$ cat src/rtl/mem_loader_pkg.sv
// Shared types and constants for the boot-time memory loader.
// Optional feature macro: MEM_LOADER_CHECKSUM_EN (adds the CHK state).
package mem_loader_pkg;

  // Header fields (base address, payload length) are each this many bytes.
  localparam int HDR_BYTES = 4;

  // Byte lane inside a 32-bit word; also reused as the header byte counter.
  typedef logic [1:0] lane_t;

  // Loader state encoding, fixed values so the encoding is stable across builds.
  typedef enum logic [2:0] {
    HDR_ADDR = 3'd0,
    HDR_LEN  = 3'd1,
    PAYLOAD  = 3'd2,
    WRITE    = 3'd3,
`ifdef MEM_LOADER_CHECKSUM_EN
    CHK      = 3'd4,
`endif
    DONE     = 3'd5,
    ERR      = 3'd6
  } state_e;

endpackage

$ cat src/rtl/mem_loader_byte_packer.sv
// Packs little-endian bytes into a 32-bit word and tracks which lanes
// have been filled. clear_i has priority over push_i.
module byte_packer
  import mem_loader_pkg::*;
(
  input  logic        clk,
  input  logic        rst_ni,
  input  logic        push_i,
  input  logic        clear_i,
  input  lane_t       lane_i,
  input  logic [7:0]  byte_i,
  output logic [31:0] word_o,
  output logic [3:0]  byte_en_o
);

  logic [31:0] word_q, word_d;
  logic [3:0]  be_q, be_d;

  // Next-state: drop the byte into its lane, or empty the word after a write.
  always_comb begin
    word_d = word_q;
    be_d   = be_q;
    if (clear_i) begin
      word_d = '0;
      be_d   = '0;
    end else if (push_i) begin
      word_d[{lane_i, 3'b000} +: 8] = byte_i;
      be_d[lane_i]                  = 1'b1;
    end
  end

  // Packing registers, cleared by the synchronous active-low reset.
  always_ff @(posedge clk) begin
    if (!rst_ni) begin
      word_q <= '0;
      be_q   <= '0;
    end else begin
      word_q <= word_d;
      be_q   <= be_d;
    end
  end

  assign word_o    = word_q;
  assign byte_en_o = be_q;

endmodule

$ cat src/rtl/mem_loader.sv
// Boot-time program loader: parses a framed little-endian byte stream
// (base address, length, payload), writes packed words to memory and holds
// the core until the image is complete.
// Optional feature macro: MEM_LOADER_CHECKSUM_EN (trailing XOR checksum byte).
module mem_loader
  import mem_loader_pkg::*;
#(
  parameter int MAX_LEN_BYTES    = 1024,
  parameter int BASE_ALIGN_BYTES = 4
) (
  input  logic        clk,
  input  logic        rst,
  input  logic        in_valid,
  input  logic [7:0]  in_data,
  output logic        in_ready,
  output logic [31:0] mem_addr,
  output logic [31:0] mem_wr_data,
  output logic        mem_wr_en,
  output logic [3:0]  mem_byte_en,
  output logic        cpu_hold,
  output logic        done,
  output logic        error
);

  localparam logic [31:0] ALIGN_MASK = 32'(BASE_ALIGN_BYTES - 1);
  localparam logic [31:0] MAX_LEN    = 32'(MAX_LEN_BYTES);
  localparam lane_t       HDR_LAST   = lane_t'(HDR_BYTES - 1);

`ifdef MEM_LOADER_CHECKSUM_EN
  localparam state_e END_STATE = CHK;
`else
  localparam state_e END_STATE = DONE;
`endif

  state_e      state_q, state_d;
  lane_t       cnt_q, cnt_d;
  logic [23:0] shift_q, shift_d;
  logic [31:0] base_q, base_d;
  logic [31:0] remain_q, remain_d;
  logic [29:0] widx_q, widx_d;
  logic        run_q;
`ifdef MEM_LOADER_CHECKSUM_EN
  logic [7:0]  xor_q, xor_d;
`endif

  logic        readyInt;
  logic        accept;
  logic [31:0] hdrWord;
  logic [31:0] packWord;
  logic [3:0]  packBe;

  // run_q keeps in_ready low on the cycle right after reset, so every
  // output is a pure decode of registers.
  assign readyInt = run_q && ((state_q == HDR_ADDR) || (state_q == HDR_LEN) ||
`ifdef MEM_LOADER_CHECKSUM_EN
                              (state_q == CHK) ||
`endif
                              (state_q == PAYLOAD));
  assign accept   = in_valid && readyInt;
  assign hdrWord  = {in_data, shift_q};

  byte_packer u_packer (
    .clk       (clk),
    .rst_ni    (rst),
    .push_i    (accept && (state_q == PAYLOAD)),
    .clear_i   (state_q == WRITE),
    .lane_i    (cnt_q),
    .byte_i    (in_data),
    .word_o    (packWord),
    .byte_en_o (packBe)
  );

  // Frame parser and write sequencer next-state logic.
  always_comb begin
    state_d  = state_q;
    cnt_d    = cnt_q;
    shift_d  = shift_q;
    base_d   = base_q;
    remain_d = remain_q;
    widx_d   = widx_q;
`ifdef MEM_LOADER_CHECKSUM_EN
    xor_d    = xor_q;
`endif
    case (state_q)
      HDR_ADDR: begin
        if (accept) begin
          shift_d = hdrWord[31:8];
          cnt_d   = lane_t'(cnt_q + 2'd1);
          if (cnt_q == HDR_LAST) begin
            base_d  = hdrWord;
            state_d = ((hdrWord & ALIGN_MASK) != 32'd0) ? ERR : HDR_LEN;
          end
        end
      end
      HDR_LEN: begin
        if (accept) begin
          shift_d = hdrWord[31:8];
          cnt_d   = lane_t'(cnt_q + 2'd1);
          if (cnt_q == HDR_LAST) begin
            remain_d = hdrWord;
            widx_d   = '0;
            if (hdrWord > MAX_LEN)       state_d = ERR;
            else if (hdrWord == 32'd0)   state_d = END_STATE;
            else                         state_d = PAYLOAD;
          end
        end
      end
      PAYLOAD: begin
        if (accept) begin
          remain_d = remain_q - 32'd1;
          cnt_d    = lane_t'(cnt_q + 2'd1);
`ifdef MEM_LOADER_CHECKSUM_EN
          xor_d    = xor_q ^ in_data;
`endif
          if ((cnt_q == 2'd3) || (remain_q == 32'd1)) state_d = WRITE;
        end
      end
      WRITE: begin
        widx_d  = widx_q + 30'd1;
        cnt_d   = '0;
        state_d = (remain_q != 32'd0) ? PAYLOAD : END_STATE;
      end
`ifdef MEM_LOADER_CHECKSUM_EN
      CHK: begin
        if (accept) state_d = (in_data == xor_q) ? DONE : ERR;
      end
`endif
      default: state_d = state_q;
    endcase
  end

  // State and datapath registers with synchronous active-low reset.
  always_ff @(posedge clk) begin
    if (!rst) begin
      state_q  <= HDR_ADDR;
      cnt_q    <= '0;
      shift_q  <= '0;
      base_q   <= '0;
      remain_q <= '0;
      widx_q   <= '0;
      run_q    <= 1'b0;
`ifdef MEM_LOADER_CHECKSUM_EN
      xor_q    <= '0;
`endif
    end else begin
      state_q  <= state_d;
      cnt_q    <= cnt_d;
      shift_q  <= shift_d;
      base_q   <= base_d;
      remain_q <= remain_d;
      widx_q   <= widx_d;
      run_q    <= 1'b1;
`ifdef MEM_LOADER_CHECKSUM_EN
      xor_q    <= xor_d;
`endif
    end
  end

  // Memory port is only non-zero during the single WRITE cycle.
  assign mem_wr_en   = (state_q == WRITE);
  assign mem_addr    = mem_wr_en ? (base_q + {widx_q, 2'b00}) : 32'd0;
  assign mem_wr_data = mem_wr_en ? packWord : 32'd0;
  assign mem_byte_en = mem_wr_en ? packBe : 4'd0;
  assign in_ready    = readyInt;
  assign done        = (state_q == DONE);
  assign error       = (state_q == ERR);
  assign cpu_hold    = (state_q != DONE);

endmodule

$ cat config.mk
export PLATFORM = sky130hd
export DESIGN_NAME = mem_loader
export DESIGN_NICKNAME = d
export VERILOG_FILES = /design/src/rtl/mem_loader_pkg.sv /design/src/rtl/mem_loader_byte_packer.sv /design/src/rtl/mem_loader.sv
export SDC_FILE = /design/constraint.sdc
export NUM_CORES = 1
export LEC_CHECK = 0
export ABC_CLOCK_PERIOD_IN_PS = 3300
export CORE_UTILIZATION = 55
export CTS_BUF_LIST = sky130_fd_sc_hd__clkbuf_16
export DETAILED_ROUTE_END_ITERATION = 16
export PLACE_DENSITY = 0.77
export SYNTH_ARGS = -nofsm -noshare
export SYNTH_HDL_FRONTEND = slang
export SYNTH_SLANG_ARGS = --single-unit
$ cat constraint.sdc
create_clock -name clk -period 3.3 [get_ports clk]
set_clock_uncertainty 0.15 [all_clocks]
set_input_delay 0.66 -clock clk [delete_from_list [all_inputs] [get_ports clk]]
set_output_delay 0.66 -clock clk [all_outputs]
set_load 0.01 [all_outputs]
; ---- After elaboration in Yosys (flattened, before gate mapping)
; Index checks and enable logic that the tools add are counted.
[word_totals]
in_bits = 11
reg_bits = 160
output_inout_bits = 73
[op_classes]
shift = 2
muxes = 27
n_addsub = 5
n_reduce_logical = 24
bitwise = 2
n_eq_ne = 15
magnitude_cmp = 3
[ops]
columns = op, count
row1 = two-way mux 32 bit, 5
row2 = one-hot mux 32 bit (2 select lines), 1
row3 = nonzero test 32 bit, 2
row4 = two-way mux 30 bit, 2
row5 = one-hot mux 30 bit (2 select lines), 1
row6 = adder 32 bit, 1
row7 = bitwise mux 32 bit, 1
row8 = "== test 32 x 1 -> 1 bit, second input constant", 1
row9 = "greater-than comparator 32 x 11 -> 1 bit, second input constant", 1
row10 = logical NOT 32 bit, 1
row11 = "variable shift 8 x 7 -> 32 bit, first input constant", 1
row12 = variable part select 8 x 7 -> 32 bit, 1
row13 = "subtractor 32 x 1 -> 32 bit, second input constant", 1
row14 = "adder 30 x 1 -> 30 bit, second input constant", 1
row15 = two-way mux 3 bit, 10
row16 = one-hot mux 3 bit (4 select lines), 1
row17 = "inequality test 2 x 1 -> 1 bit, second input constant", 4
row18 = negator 5 -> 7 bit, 1
row19 = AND reduction 7 bit, 1
row20 = "== test 3 x 2 -> 1 bit, second input constant", 2
row21 = "== test 3 bit, second input constant", 2
row22 = "inequality test 2 bit, second input constant", 3
row23 = AND reduction 3 bit, 2
row24 = nonzero test 2 bit, 3
row25 = other kinds (21), 29

; ---- Depth between registers and ports, before layout
[depth]
word_depth = 7
ltp_mapped = 10
mapped_depth_nobuf = 10

; ---- By module
; A second synthesis with hierarchy kept.
[hier_totals]
cells_unflattened = 1220
area_unflattened_um2 = 9145.0
[by_module_without_submodules]
columns = module, n_inst, cells_per_inst, area_per_inst_um2, seq_area_each_um2
row1 = mem_loader, 1, 1062, 7693.6, 2482.4
row2 = byte_packer, 1, 158, 1451.4, 720.7

; ---- Worst setup path after synthesis
; No wires, ideal clock.
[synth_timing]
path_type = register -> output
from = register widx_q[0]
to = output mem_addr[26]
arrival_ns = 2.299
required_ns = 2.490
stages_incl_launch_ff = 11
slack_ns = 0.191
n_path_buf = 0
cell_sequence = dfxtp_1 -> ha_1 -> inv_1 -> fa_1 -> nor2b_1 -> o211ai_1 -> a31oi_1 -> o21ai_1 -> nor3_1 -> nor3_1 -> a211o_1
[synth_between]
elab_chain_len = 2
[synth_rtl]
columns = item, line_no
row1 = start: declaration, mem_loader.sv:40  ; logic [29:0] widx_q, widx_d;
row2 = start signal: assignment, mem_loader.sv:151  ; widx_q <= widx_d;
row3 = adder 32 bit, mem_loader.sv:161  ; assign mem_addr = mem_wr_en ? (base_q + {widx_q, 2'b00}) : 32'd0;
row4 = two-way mux 32 bit, mem_loader.sv:161
row5 = end: declaration, mem_loader.sv:16  ; output logic [31:0] mem_addr,
; Every way passes these cells.

; ---- Final worst setup path
[layout_timing]
from = register widx_q[0]
to = output mem_addr[24]
; Same word-level chain as after synthesis.

==> results.txt <==
----------------------------------------------------
[Detailed routing]
  Total Wirelength ... about 29 mm
  Number of iterations in the first detailed-routing pass ... 7
  Detailed-route via count ... a little under 10000
  Average detailed-routed wire length per instance ... 17.45 um
  Drc violations ... 0
  Average vias per placed instance ... 5.930
  Antenna-violating nets left ... 0
  Starting DRC count in detailed routing ... 830

[Clock tree]
  CTS sink count ... 160
  H-tree depth ... 4
  TritonCTS clock tree ... yes
  Clock insertion delay at the later pin of the skew report ... 0.44 ns
  Maximum clock insertion buffer count ... 2
  Worst-path clk slew ... ~0.07 ns
  Num CTS Buffers ... 17
  Buffer type at the clock tree root ... sky130_fd_sc_hd__clkbuf_16

[Placed design]
  Final weighted congestion in routability-driven placement ... 0.9453
  Placed cell count ... between 1500 and 2000
  Input/output buffers ... 83
  Post-detailed-placement cell area ... between 0.01 and 0.015 sq mm
  HPWL reported at the end of detailed placement ... approximately 19 mm

[Power and ir drop]
  Peak VDD IR ... 0.3646 mV
  P_leak ... roughly 4.7 nW
  Power per cell area ... 325.4 mW/mm^2

[Synthesis]
  Avg Inst Size Synth ... 7.418 sq um
  Library cells used by synthesis ... 60
  Yosys warning total ... 0
  Flop and latch count out of synthesis ... 160
  Number of synthesized flops with an enable pin ... 0
  Sequential fraction of the synthesis area ... 0.3440
  Gate count after technology mapping ... 1255
  Proportion of synthesized flip-flops having asynchronous set or reset ... 0
  Primary FF master, synth ... sky130_fd_sc_hd__dfxtp_1
  Area of the mapped netlist ... 0.009310 sq mm
  Number of nets produced by synthesis ... 1307

[Flow run]
  Maxcap violations ... 0

[Hold path]
  Worst Hold Path EP ... u_packer.word_o[6]
  WHS Path Cells ... 2
  Hold Path Class ... reg2reg
  Startpoint of the lowest-slack hold path ... u_packer.word_o[6]

[Timing]
  Minimum period implied by the final worst setup slack ... 3.674 ns
  Final worst-path cycle share ... 1.113
  Number of hold violations in the final report ... 0
  Unrepaired setup endpoints after global routing ... true
  Final TNS setup ... -2.535 ns
  Count of endpoints failing setup in the final report ... 15
  Fin worst setup slack ... -0.3743 ns
  Final Max Slew Viols ... 0
  Max frequency ... 0.2722 GHz
  Slew of the pin with the lowest slew margin ... 0.8702 ns
  Headroom to the max-slew limit ... 0.4186

[Setup path]
  Worst setup SP type ... flop
  Startpoint of the worst register-to-register path ... remain_q[25]
  Crit path DAT ... 2.86 ns
  R2r setup slk ... 0.31 ns
  Chain of cells forming the critical path ... ha_4, inv_2, fa_2, nor2b_2, o211ai_1, a31oi_1, o21ai_2, buf_4, nor3_4, o21ai_1, and3_1, buf_2
  Standard cell with the maximum stage delay on the critical path ... sky130_fd_sc_hd__dfxtp_2
  Setup CP Type ... reg2out
  Destination of the worst register-to-register timing path ... state_q[0]
  Buffers plus inverters on the worst setup path ... 3
  Kind of end point of the critical path ... output pin
  Worst path required time ... 2.49 ns
  Maximum fanout along the worst path ... 5
  FF-to-FF path depth ... 7
  Critical path's largest stage delay ... about 0.35 ns
  Crit-path leading delay family ... compound AO/OA/AOI/OAI gates

[Global routing]
  GR Overflow Total ... 0
  Global-route usage over all layers ... 0.3187
  Via count of the first global-routing pass ... 9095
  Pin count of the biggest net entering global routing ... 53
  Global-route wire length before repair ... about 45 mm
  Initial antenna violation count ... 0

[Layout]
  Syn-to-layout area delta ... 31.02%
  Fill cell count ... 1265
  Most common library cell in the layout ignoring fill and taps ... sky130_fd_sc_hd__nand2_1
  Commonest cells after routing, fill and taps aside ... sky130_fd_sc_hd__nand2_1 (205), sky130_fd_sc_hd__dfxtp_1 (140), sky130_fd_sc_hd__buf_4 (135)
  N_diodes ... 0
  Final Cell Area ... ~0.012 sq mm
  Final Instance Count excl. Fillers ... 1648
  Net total in the final layout ... between 1000 and 1500
  Proportion of layout cells with a drive suffix above 1 ... 0.2101

[Floorplanning]
  Initial Utilization ... 0.5614
  Floorplan die height ... 132.1 um
  Std-Cell Rows ... 47
  Boundary pin count ... 84
  Area of the core ... 0.01658 sq mm
  Die footprint ... approximately 0.017 sq mm
  Chip width ... 132.1 um

[Run status]
  Status ... finished with violations
  Failing checks ... negative setup slack

----------------------------------------------------
==> report_power, final <==
group | leakage [nW] | switching (mW) | internal, mW
combinational | 3.18 | 0.104 | 0.0617
sequential | 1.30 | 0.0176 | 1.94
clock | 0.271 | 0.865 | 0.982
==> tightest hold or removal path, cell delays in order (launching register included) <==
cell	delay, ns
sky130_fd_sc_hd__dfxtp_1	0.31
sky130_fd_sc_hd__nand2_1	0.05
sky130_fd_sc_hd__a21oi_1	0.05
==> worst max-delay path by stage <==
stage	end	slack, ns	startpoint	cells after the start
2_1_floorplan	mem_addr[26]	0.19	widx_q[0]	10
3_3_place_gp	mem_addr[22]	-0.26	base_q[2]	11
3_5_place_dp	mem_addr[22]	-0.36	base_q[2]	11
4_1_cts	mem_addr[22]	-0.24	widx_q[2]	10
5_1_grt	mem_addr[24]	-0.44	widx_q[0]	12
6_report	mem_addr[24]	-0.37	widx_q[0]	12
==> per-stage QoR <==
step             util  total power [mW]  hold slack [ns]  setup WS, ns
3_5_place_dp   0.6664             2.160           0.2886       -0.3591
3_3_place_gp   0.6664             2.158           0.2840       -0.2597
2_1_floorplan       -             2.088           0.2774        0.1909
6_report       0.7356             3.969           0.2980       -0.3743
4_1_cts        0.7250             3.979           0.2983       -0.2367
5_1_grt        0.7356             4.079           0.3173       -0.4398
==> cell type report <==
type	instances	area [sq um]	share of cell area
multi-input combinational	987	6210	0.5091
sequential	160	3228	0.2646
timing repair buffer	226	1851	0.1517
clock buffer	17	425.4	0.03488
tap	220	275.3	0.02257
clock inverter	15	122.6	0.01005
inverter	23	86.33	0.007078
==> flip-flops by register name, indices dropped and copies added (netlist names) <==
signal / flops
shift_q: 24
remain_q: 32
base_q: 32
u_packer.byte_en_o: 4
u_packer.word_o: 32
widx_q: 30
cnt_q: 2
run_q: 1
state_q: 3
==> kinds of logic after synthesis <==
| kind of cell | after synthesis | share of synthesized area |
|---|---|---|
| simple gates | 584 | 0.2962 |
| flops | 160 | 0.3440 |
| buf+inv | 108 | 0.04435 |
| mux | 1 | 0.001075 |
| xor+xnor | 42 | 0.03951 |
| compound gates | 319 | 0.2189 |
| fa+ha+maj | 41 | 0.05591 |
==> Yosys cell counts (all sizes together), types with 7 or more instances <==
cell type,number,share of area
or3,14,0.0099
a31oi,18,0.012
and2,15,0.010
or4,7,0.0060
inv,23,0.0093
and3,58,0.039
a211oi,7,0.0056
o21ai,59,0.032
xor2,18,0.017
buf,9,0.0044
clkbuf,76,0.031
dfxtp,160,0.34
nand3,60,0.032
nor2b,11,0.0074
nor3b,9,0.0073
o21a,12,0.0097
a21oi,96,0.052
ha,40,0.054
nand4,17,0.011
a21o,13,0.010
a21boi,64,0.052
xnor2,24,0.023
nor2,125,0.050
nand2,209,0.084
nor4,17,0.011
nor3,24,0.013
nand2b,8,0.0054
==> timing repair <==
item,in CTS,in global routing
resized for setup,165,46
pin swaps,44,32
setup endpoints to repair,25,24
hold buffers,0,0
buffers inserted,17,12
==> per-layer routing <==
metal | track usage | vias up | wire length, um
met2 | 0.5250 | 379 | 13480
met5 | 0 | - | 0
li1 | - | 4738 | -
met1 | 0.4170 | 4583 | 12600
met3 | 0.04075 | 73 | 1736
met4 | 0.1428 | 0 | 948
(Power assumes the default switching activity.)
